File: src/rtl/fifo_rd_pkg.sv
`default_nettype none
// ============================================================================
// Module      : fifo_rd_pkg
// Description : Shared types and constants for the FIFO read-side streamer.
//               Defines the streamer FSM state encoding, the skid buffer
//               depth and the width of the buffer occupancy count.
// Revision    : 1.0 - initial release
// ============================================================================
package fifo_rd_pkg;

    typedef enum logic [1:0] {
        IDLE  = 2'd0,
        RUN   = 2'd1,
        DRAIN = 2'd2
    } rd_state_t;

    localparam int SKID_DEPTH = 2;
    // Occupancy must represent 0..SKID_DEPTH inclusive.
    localparam int OCC_W      = $clog2(SKID_DEPTH + 1);

endpackage
`default_nettype wire

File: src/rtl/fifo_rd_skid.sv
`default_nettype none
// ============================================================================
// Module      : fifo_rd_skid
// Description : Two-entry in-order skid buffer. Entry 0 is always the head;
//               a pop shifts entry 1 down. Push and pop in the same cycle
//               keep the occupancy unchanged while preserving order.
// Ports       : clk, rst    - clock, asynchronous active-high reset
//               clear       - drop all entries (priority over push/pop)
//               push, din   - write din at the tail
//               pop         - remove the head (only when occ != 0)
//               head        - current head word
//               occ         - number of valid entries, 0..2
// Revision    : 1.0 - initial release
// ============================================================================
module fifo_rd_skid
    import fifo_rd_pkg::*;
#(
    parameter int DW = 8
) (
    input  logic             clk,
    input  logic             rst,
    input  logic             clear,
    input  logic             push,
    input  logic [DW-1:0]    din,
    input  logic             pop,
    output logic [DW-1:0]    head,
    output logic [OCC_W-1:0] occ
);

    localparam logic [OCC_W-1:0] C_OCC0 = OCC_W'(0);
    localparam logic [OCC_W-1:0] C_OCC1 = OCC_W'(1);
    localparam logic [OCC_W-1:0] C_FULL = OCC_W'(SKID_DEPTH);

    logic [DW-1:0]    r_ent0;
    logic [DW-1:0]    r_ent1;
    logic [OCC_W-1:0] r_occ;

    always_ff @(posedge clk or posedge rst) begin
        if (rst) begin
            r_ent0 <= '0;
            r_ent1 <= '0;
            r_occ  <= '0;
        end else if (clear) begin
            r_occ <= '0;
        end else begin
            case ({push, pop})
                2'b10: begin
                    if (r_occ == C_OCC0) begin
                        r_ent0 <= din;
                        r_occ  <= C_OCC1;
                    end else if (r_occ == C_OCC1) begin
                        r_ent1 <= din;
                        r_occ  <= C_FULL;
                    end
                    // A push into a full buffer cannot occur: the read
                    // enable reserves a slot before the word is requested.
                end
                2'b01: begin
                    if (r_occ != C_OCC0) begin
                        r_ent0 <= r_ent1;
                        r_occ  <= r_occ - C_OCC1;
                    end
                end
                2'b11: begin
                    if (r_occ == C_OCC1) begin
                        r_ent0 <= din;
                    end else if (r_occ == C_FULL) begin
                        r_ent0 <= r_ent1;
                        r_ent1 <= din;
                    end else begin
                        // Pop of an empty buffer is a no-op; keep the push.
                        r_ent0 <= din;
                        r_occ  <= C_OCC1;
                    end
                end
                default: ;
            endcase
        end
    end

    assign head = r_ent0;
    assign occ  = r_occ;

endmodule
`default_nettype wire

File: src/rtl/fifo_rd_streamer.sv
`default_nettype none
// ============================================================================
// Module      : fifo_rd_streamer
// Description : Read-side drain stage for a dual-clock FIFO. Issues FIFO
//               reads while a slot is guaranteed for the word one cycle
//               later, buffers words in a 2-entry skid buffer and presents
//               them as a valid/ready stream. Keeps saturating transfer and
//               stall counters.
// Ports       : clk, rst             - clock, asynchronous active-high reset
//               enable, flush        - read enable, level-sensitive discard
//               fifo_empty/dout/re   - FIFO read interface (1-cycle latency)
//               m_valid/ready/data   - output stream
//               busy                 - FSM not in IDLE
//               xfer_cnt, stall_cnt  - saturating statistics
// Revision    : 1.0 - initial release
// ============================================================================
module fifo_rd_streamer
    import fifo_rd_pkg::*;
#(
    parameter int DW    = 8,
    parameter int CNT_W = 16
) (
    input  logic             clk,
    input  logic             rst,
    input  logic             enable,
    input  logic             flush,
    input  logic             fifo_empty,
    input  logic [DW-1:0]    fifo_dout,
    output logic             fifo_re,
    output logic             m_valid,
    input  logic             m_ready,
    output logic [DW-1:0]    m_data,
    output logic             busy,
    output logic [CNT_W-1:0] xfer_cnt,
    output logic [CNT_W-1:0] stall_cnt
);

    rd_state_t        r_state;
    logic             r_infl;
    logic [CNT_W-1:0] r_xfer;
    logic [CNT_W-1:0] r_stall;

    logic [OCC_W-1:0] w_occ;
    logic             w_pop;
    logic             w_push;
    logic [2:0]       w_level;
    logic [2:0]       w_limit;
    logic             w_pending;

    assign m_valid   = (w_occ != '0);
    assign w_pop     = m_valid & m_ready;
    assign w_push    = r_infl & ~flush;
    assign w_level   = 3'(w_occ) + 3'(r_infl);
    assign w_pending = (w_level != 3'd0);
    // occ + infl - pop < DEPTH, rearranged to avoid unsigned underflow.
    assign w_limit   = 3'(SKID_DEPTH) + 3'(w_pop);
    // Gated by rst so the output sits at zero for the whole reset interval.
    assign fifo_re   = ~rst & enable & ~flush & ~fifo_empty & (w_level < w_limit);

    fifo_rd_skid #(
        .DW (DW)
    ) u_skid (
        .clk   (clk),
        .rst   (rst),
        .clear (flush),
        .push  (w_push),
        .din   (fifo_dout),
        .pop   (w_pop),
        .head  (m_data),
        .occ   (w_occ)
    );

    always_ff @(posedge clk or posedge rst) begin
        if (rst) begin
            r_infl <= 1'b0;
        end else begin
            r_infl <= fifo_re;
        end
    end

    always_ff @(posedge clk or posedge rst) begin
        if (rst) begin
            r_state <= IDLE;
        end else if (flush) begin
            r_state <= enable ? RUN : IDLE;
        end else begin
            case (r_state)
                IDLE:    if (enable) r_state <= RUN;
                RUN:     if (!enable) r_state <= w_pending ? DRAIN : IDLE;
                DRAIN: begin
                    if (enable)          r_state <= RUN;
                    else if (!w_pending) r_state <= IDLE;
                end
                default: r_state <= IDLE;
            endcase
        end
    end

    always_ff @(posedge clk or posedge rst) begin
        if (rst) begin
            r_xfer  <= '0;
            r_stall <= '0;
        end else begin
            if (w_pop && (r_xfer != '1)) begin
                r_xfer <= r_xfer + 1'b1;
            end
            if (m_valid && !m_ready && (r_stall != '1)) begin
                r_stall <= r_stall + 1'b1;
            end
        end
    end

    assign busy      = (r_state != IDLE);
    assign xfer_cnt  = r_xfer;
    assign stall_cnt = r_stall;

endmodule
`default_nettype wire

File: config.mk
export PLATFORM = sky130hd
export DESIGN_NAME = fifo_rd_streamer
export DESIGN_NICKNAME = d
export VERILOG_FILES = /design/src/rtl/fifo_rd_pkg.sv /design/src/rtl/fifo_rd_skid.sv /design/src/rtl/fifo_rd_streamer.sv
export SDC_FILE = /design/constraint.sdc
export NUM_CORES = 1
export LEC_CHECK = 0
export ABC_AREA = 1
export ABC_CLOCK_PERIOD_IN_PS = 2100
export CORE_UTILIZATION = 53
export DETAILED_ROUTE_END_ITERATION = 6
export GPL_TIMING_DRIVEN = 1
export PLACE_DENSITY = 0.81
export SYNTH_ARGS = -nofsm -noshare
export SYNTH_HDL_FRONTEND = slang
export SYNTH_SLANG_ARGS = --single-unit
export TNS_END_PERCENT = 20
File: constraint.sdc
create_clock -name clk -period 2.1 [get_ports clk]
set_input_delay 0.42 -clock clk [delete_from_list [all_inputs] [get_ports clk]]
set_output_delay 0.42 -clock clk [all_outputs]
set_load 0.01 [all_outputs]
==> reports/qor.csv <==
metric;value;unit
Worst Tran Pin Value;616.2;ps
core footprint;5574;um2
first-pass GRT wire length;12040;um
Pleak;1.862;nW
internal power;2.288;mW
Layout Nets;526;
I/O Buffers;56;
top cells by count, synth;155 x nand2_1, 53 x dfrtp_1, 44 x nor2_1;
layout cell share with drive strength beyond 1;10.87;%
clk sinks;53;
Worst Skew;9.706;ps
switch share;38.47;%
total track usage;24.47;%
net switching power;1.431;mW
syn_nets;449;
die height;78.59;um
Antenna diodes;0;
CTS tree;yes;
Crit path largest cell delay;410;ps
Post-Syn Area;3109;um2
detailed-route wire length per cell;11.97;um
Layout Cells excl Fill;578;
Post-synth EDFFs;0;
outcome;finished, final reports clean;
sequential group share of total power;40.5;%
sequential-to-total area share from yosys stat;42.66;%
Mapped Cells;428;
global route total overflow;0;
Fill cells;464;
Skew-Pair Late Insertion Delay;310;ps
yosys warns;0;
Power Density;934.6;nW/um2
# setup viols final;0;
endpoint class of the critical path;output pin;
antenna-violating nets left;0;
library cells used by synthesis;30;
Cell Count Post-Placement;568;
period utilization;95.79;%
crit path launch type;flop;
cell family with most CP delay;adder cells;
DPL Wire Length;5234;um
Layout area overhead;27.97;%
cts bufs inserted;5;
Placer Congestion;0.8535;
CTS root buffer;clkbuf_8;
maximum number of pins on one net before global-route repair;27;
Worst EP required;1680;ps
row count;27;
post-synthesis register bit count;53;
Post-synth ARST share;100.0;%
Post-synth top flop;dfrtp_1;
Peak VDD IR;703.6;uV
vias per cell;5.227;
Hold Crit Class;flop to flop;
Initial DRC Count;171;
Mean Syn Cell Area;7.265;um2
crit path time final;2012;ps
CP cell instances;ha_1, ha_1, o21ai_0, nand4_1, inv_1, buf_2;
vias in the first global route;2789;
Clk pwr share;16.1;%
max-slew violation count;0;
buffers and inverters on the worst path;2;
total negative slack;0;ps
synth top area cells;dfrtp_1 43%, nand2_1 19%, nand3_1 5.5%, nor2_1 5.3%, inv_1 4.5%;
Die ar.;6176;um2
starting density of the core;55.78;%
Initial DRT Pass Iterations;4;
Setup Crit Path Kind;flop to output pin;
DR vias;3021;
slowest library cell on the worst path;dfrtp_1;
most frequent CP cell;ha_1;
H-tree lvl count;2;
Max Freq;0.4971;GHz
Slew headroom;58.80;%
clock tree buffer depth;2;
Worst Path Max Fanout;3;
DRT Wirelength;6920;um
initial antenna violation count;0;
Final Hold Viols;0;
Comb power frac;43.3;%
clock slew at reported path FFs;100;ps
Die X;78.59;um
most frequent cell after synthesis;nand2_1;
Post-route DRC;0;
maxcap violations;0;
Synth area leader;dfrtp_1;
I/O pin cnt;57;
Hold Buf Count CTS;0;
Util after Layout;71.38;%
WP data arrival;1590;ps
post-synth top area share;42.66;%
RSZ-0062 raised after global routing;no;
## power by group through the flow
stage / registers, mW / logic, mW / clock network (mW)
6_report: 1.51 / 1.61 / 0.600
5_1_grt: 1.54 / 1.78 / 0.668
4_1_cts: 1.51 / 1.62 / 0.621
3_5_place_dp: 1.53 / 1.60 / 0
3_3_place_gp: 1.52 / 1.55 / 0
2_1_floorplan: 1.58 / 0.817 / 0
## final timing paths
path	start	endpoint	slack [ps]	cells after the start
max	u_skid.occ[0]	fifo_re	90	6
max in group asynchronous	rst	stall_cnt[2]	1050	4
min	r_state[1]	r_state[0]	500	1
max reg2reg	u_skid.occ[0]	xfer_cnt[4]	290	11
min reg2reg	r_state[1]	r_state[0]	500	1
min in group asynchronous	rst	r_state[1]	570	3
## through the flow
step                      worst slack [ps]  hold WS, ps  instance area (um2)  power, mW
after floorplan                      393.8        454.0                 3109      2.394
after global placement              -125.4        471.9                 3867      3.071
after detailed placement            -137.5        482.7                 3867      3.136
after CTS                           0.7586        502.5                 3970      3.746
after global routing                 15.79        536.2                 3979      3.989
final                                88.39        502.8                 3979      3.719
## area by class of cell
type                       instances  area, um2  share of cell area [%]
clock buffer                       5      68.82                   1.730
timing repair buffer              79      739.5                   18.58
clock inverter                     3      26.28                  0.6604
tap                               72      90.09                   2.264
inverter                          46      175.2                   4.403
multi-input combinational        320       1553                   39.03
sequential                        53       1326                   33.33
## cells in the final DEF (no fill, tap or decap), types with 7 or more instances in the layout
cell type / synthesis / final
inv_1: 37 / 36
nand4_1: 13 / 13
inv_2: 7 / 8
nor2_1: 44 / 44
clkdlybuf4s50_1: 0 / 54
o21ai_1: 15 / 15
xnor2_1: 7 / 7
nand3_1: 34 / 34
o21ai_0: 11 / 11
dfrtp_1: 53 / 53
a31oi_1: 9 / 9
nand2_1: 155 / 155
buf_4: 2 / 22
xor2_1: 7 / 7
## state kept, by name, indices dropped and copies added, names as in the netlist
name and count:
u_skid.r_ent1 8, u_skid.head 8, u_skid.occ 2, r_state 2, xfer_cnt 16, r_infl 1
stall_cnt 16
## metal layers
layer	up-vias	global-route usage [%]	share of wire, %
li1	1520	-	-
met1	1421	31.57	45
met2	73	42.17	50
met3	7	3.837	4.0
met4	0	7.037	1.1
met5	-	0	0
## cell families after synthesis
group	synth area share [%]
and+or+nand+nor	35.53
AOI/OAI and AO/OA	7.404
adders and majority gates	2.817
buffers and inverters	7.646
DFF	42.66
xor gates and xnor gates	3.944
## repair_timing
item	in CTS	in global routing
gates resized for setup	4	3
buffers inserted	1	1
endpoints found under the setup margin	2	1
pin swaps	1	1
Note: power is estimated with default switching activity, not from simulation.
==> variant (config.mk and constraints unchanged) <==
Encoding of `rd_state_t`: now one-hot (3 bits for 3 states).
--- a/src/rtl/fifo_rd_pkg.sv
+++ b/src/rtl/fifo_rd_pkg.sv
@@ -8,10 +8,10 @@
 // ============================================================================
 package fifo_rd_pkg;
 
-    typedef enum logic [1:0] {
-        IDLE  = 2'd0,
-        RUN   = 2'd1,
-        DRAIN = 2'd2
+    typedef enum logic [2:0] {
+        IDLE  = 3'b001,
+        RUN   = 3'b010,
+        DRAIN = 3'b100
     } rd_state_t;
 
     localparam int SKID_DEPTH = 2;
Function: no difference found for any inputs over 4 cycles, from zero or initial values and one cycle with rst high; so few cycles prove little.
==> variant against the original RTL <==
Non-clock buffer count shrank 5; power increased by 11%; setup slack better by 8.6 ps; routed wire length rose by 6.5%; synthesized area rose by 4.8%; clock skew fell by 4.9 ps; sequential share of layout area down 0.49 points; final cell count increased by 2.4%; cell area increased by 3.5%; sequential cell count up 1.
==> variant: results (changes against the original RTL) <==
Place WS=-199.6 ps (-62.10 ps); WL final=7368 um (+6.5%); worst hold stages=2 (+1); WL met1=3407 um (+10%); via count=3086 (+2.2%); clock network power share=14.8% (-1.3 points); most frequent cells after synthesis=154 x nand2_1, 53 x dfrtp_1, 45 x nor2_1; met2 wire length=3602 um (+3.4%); VDD IR max=654.8 uV (-6.9%); flop-to-flop setup slack=230 ps (-60 ps); fillers=493 (+6.3%); Worst Clk Skew=4.773 ps (-4.932 ps); GPL Wtd Cong=0.8365 (-2.0%); vias in the first global route=2871 (+2.9%); total track usage=24.27% (-0.20 points); Worst Path Max Fanout=4 (+1); worst-margin pin slew=425.4 ps (-190.8 ps); fin crit share=95.38% (-0.41 points); placed inst area=3995 um2 (+3.3%); drt first pass iters=4 (unchanged); slowest stage cell, crit path=dfstp_2; worst stage delay on the critical path=560 ps (+150 ps); Mapped Avg Cell Area=7.338 um2 (+1.0%); met1 GRT Util=31.83% (+0.26 points); Final HPWL DP=5330 um (+1.8%); Seq/Total Area, Yosys=41.51% (-1.1 points); share of post-route cells with drive strength above 1=11.80% (+0.93 points); cts bufs inserted=5 (unchanged); HP Class=flip-flop to flip-flop; wire length on met3=300 um (+8.7%); cell type group with the largest total delay on the critical path=buffers and inverters; Layout Cells excl Fill=592 (+2.4%); drt first-iter violations=182 (+6.4%); status=finished clean; Internal=2.498 mW (+9.2%); Mapped Nets=465 (+3.6%); Power Density=1004 nW/um2 (+7.4%); largest net degree at the start of global routing=55 (+100%); Comb power frac=45.9% (+2.6 points); global-route wire length before repair=12310 um (+2.2%); GR Util met2=41.53% (-0.65 points); Main synth FF type=dfrtp_1; layout net count=537 (+2.1%); GR Layer Usage met3=3.068% (-0.77 points); Static Leakage=1.878 nW (+0.87%); placed insts=583 (+2.6%); r2r endpoint=xfer_cnt[11]; Hold Path End=u_skid.r_ent1[3]; hold path start=u_skid.r_ent1[3]; Reg clk slew, reported paths=100 ps (about the same); largest cells by area after synthesis=dfrtp_1 41%, nand2_1 18%, nand3_1 5.4%, nor2_1 5.2%, inv_1 4.6%
variant: cell types whose count changed in the layout (fill, tap and decap cells not counted), moves of 3 or more:
cell / before / now
nand4_1: 13 / 10
buf_4: 22 / 16
nor2_4: 1 / 5
a21oi_1: 0 / 3
nand2_2: 4 / 7
variant: repair_timing:
action	4_1_cts	5_1_grt
endpoints found under the setup margin	2	2
hold buffers	0	0
gates resized for setup	5	7
cloned	0	0
setup buffers	1	0
pin swaps	0	1
variant: worst register-to-register path, delay by kind of cell (launching register included):
| family | cells | cell delay (ps) |
|---|---|---|
| buffers and inverters | 5 | 660 |
| AOI/OAI and AO/OA | 2 | 280 |
| adders and majority gates | 1 | 190 |
| DFF | 1 | 410 |
| and+or+nand+nor | 3 | 270 |
variant: worst max path at each step:
stage,startpoint,cells past startpoint,endpoint
global route,r_state[0],4,busy
CTS,u_skid.occ[0],6,fifo_re
global placement,m_ready,6,fifo_re
floorplan,rst,1,r_infl
finish,r_state[0],4,busy
detailed placement,m_ready,6,fifo_re
variant: through the flow:
step / total power [mW] / hold WS, ps
2_1_floorplan: 2.663 / 459.6
3_3_place_gp: 3.419 / 473.3
3_5_place_dp: 3.503 / 482.7
4_1_cts: 4.124 / 506.6
5_1_grt: 4.451 / 542.8
6_report: 4.135 / 505.7
variant: cell type report:
cell class,count,area share (%)
Clock buffer,6,2.005
Clock inverter,2,0.3039
Multi-Input combinational cell,335,41.02
Sequential cell,54,32.85
Timing Repair Buffer,74,17.35
Inverter,46,4.193
Tap cell,75,2.279
variant: kinds of logic after synthesis:
kind of cell | Yosys count | share of synthesized area, %
AND/OR/NAND/NOR | 266 | 35.37
XOR/XNOR | 14 | 3.764
AO/OA/AOI/OAI | 48 | 9.217
adder cells (fa/ha/maj) | 7 | 2.688
flip-flops | 54 | 41.51
buffers and inverters | 55 | 7.450
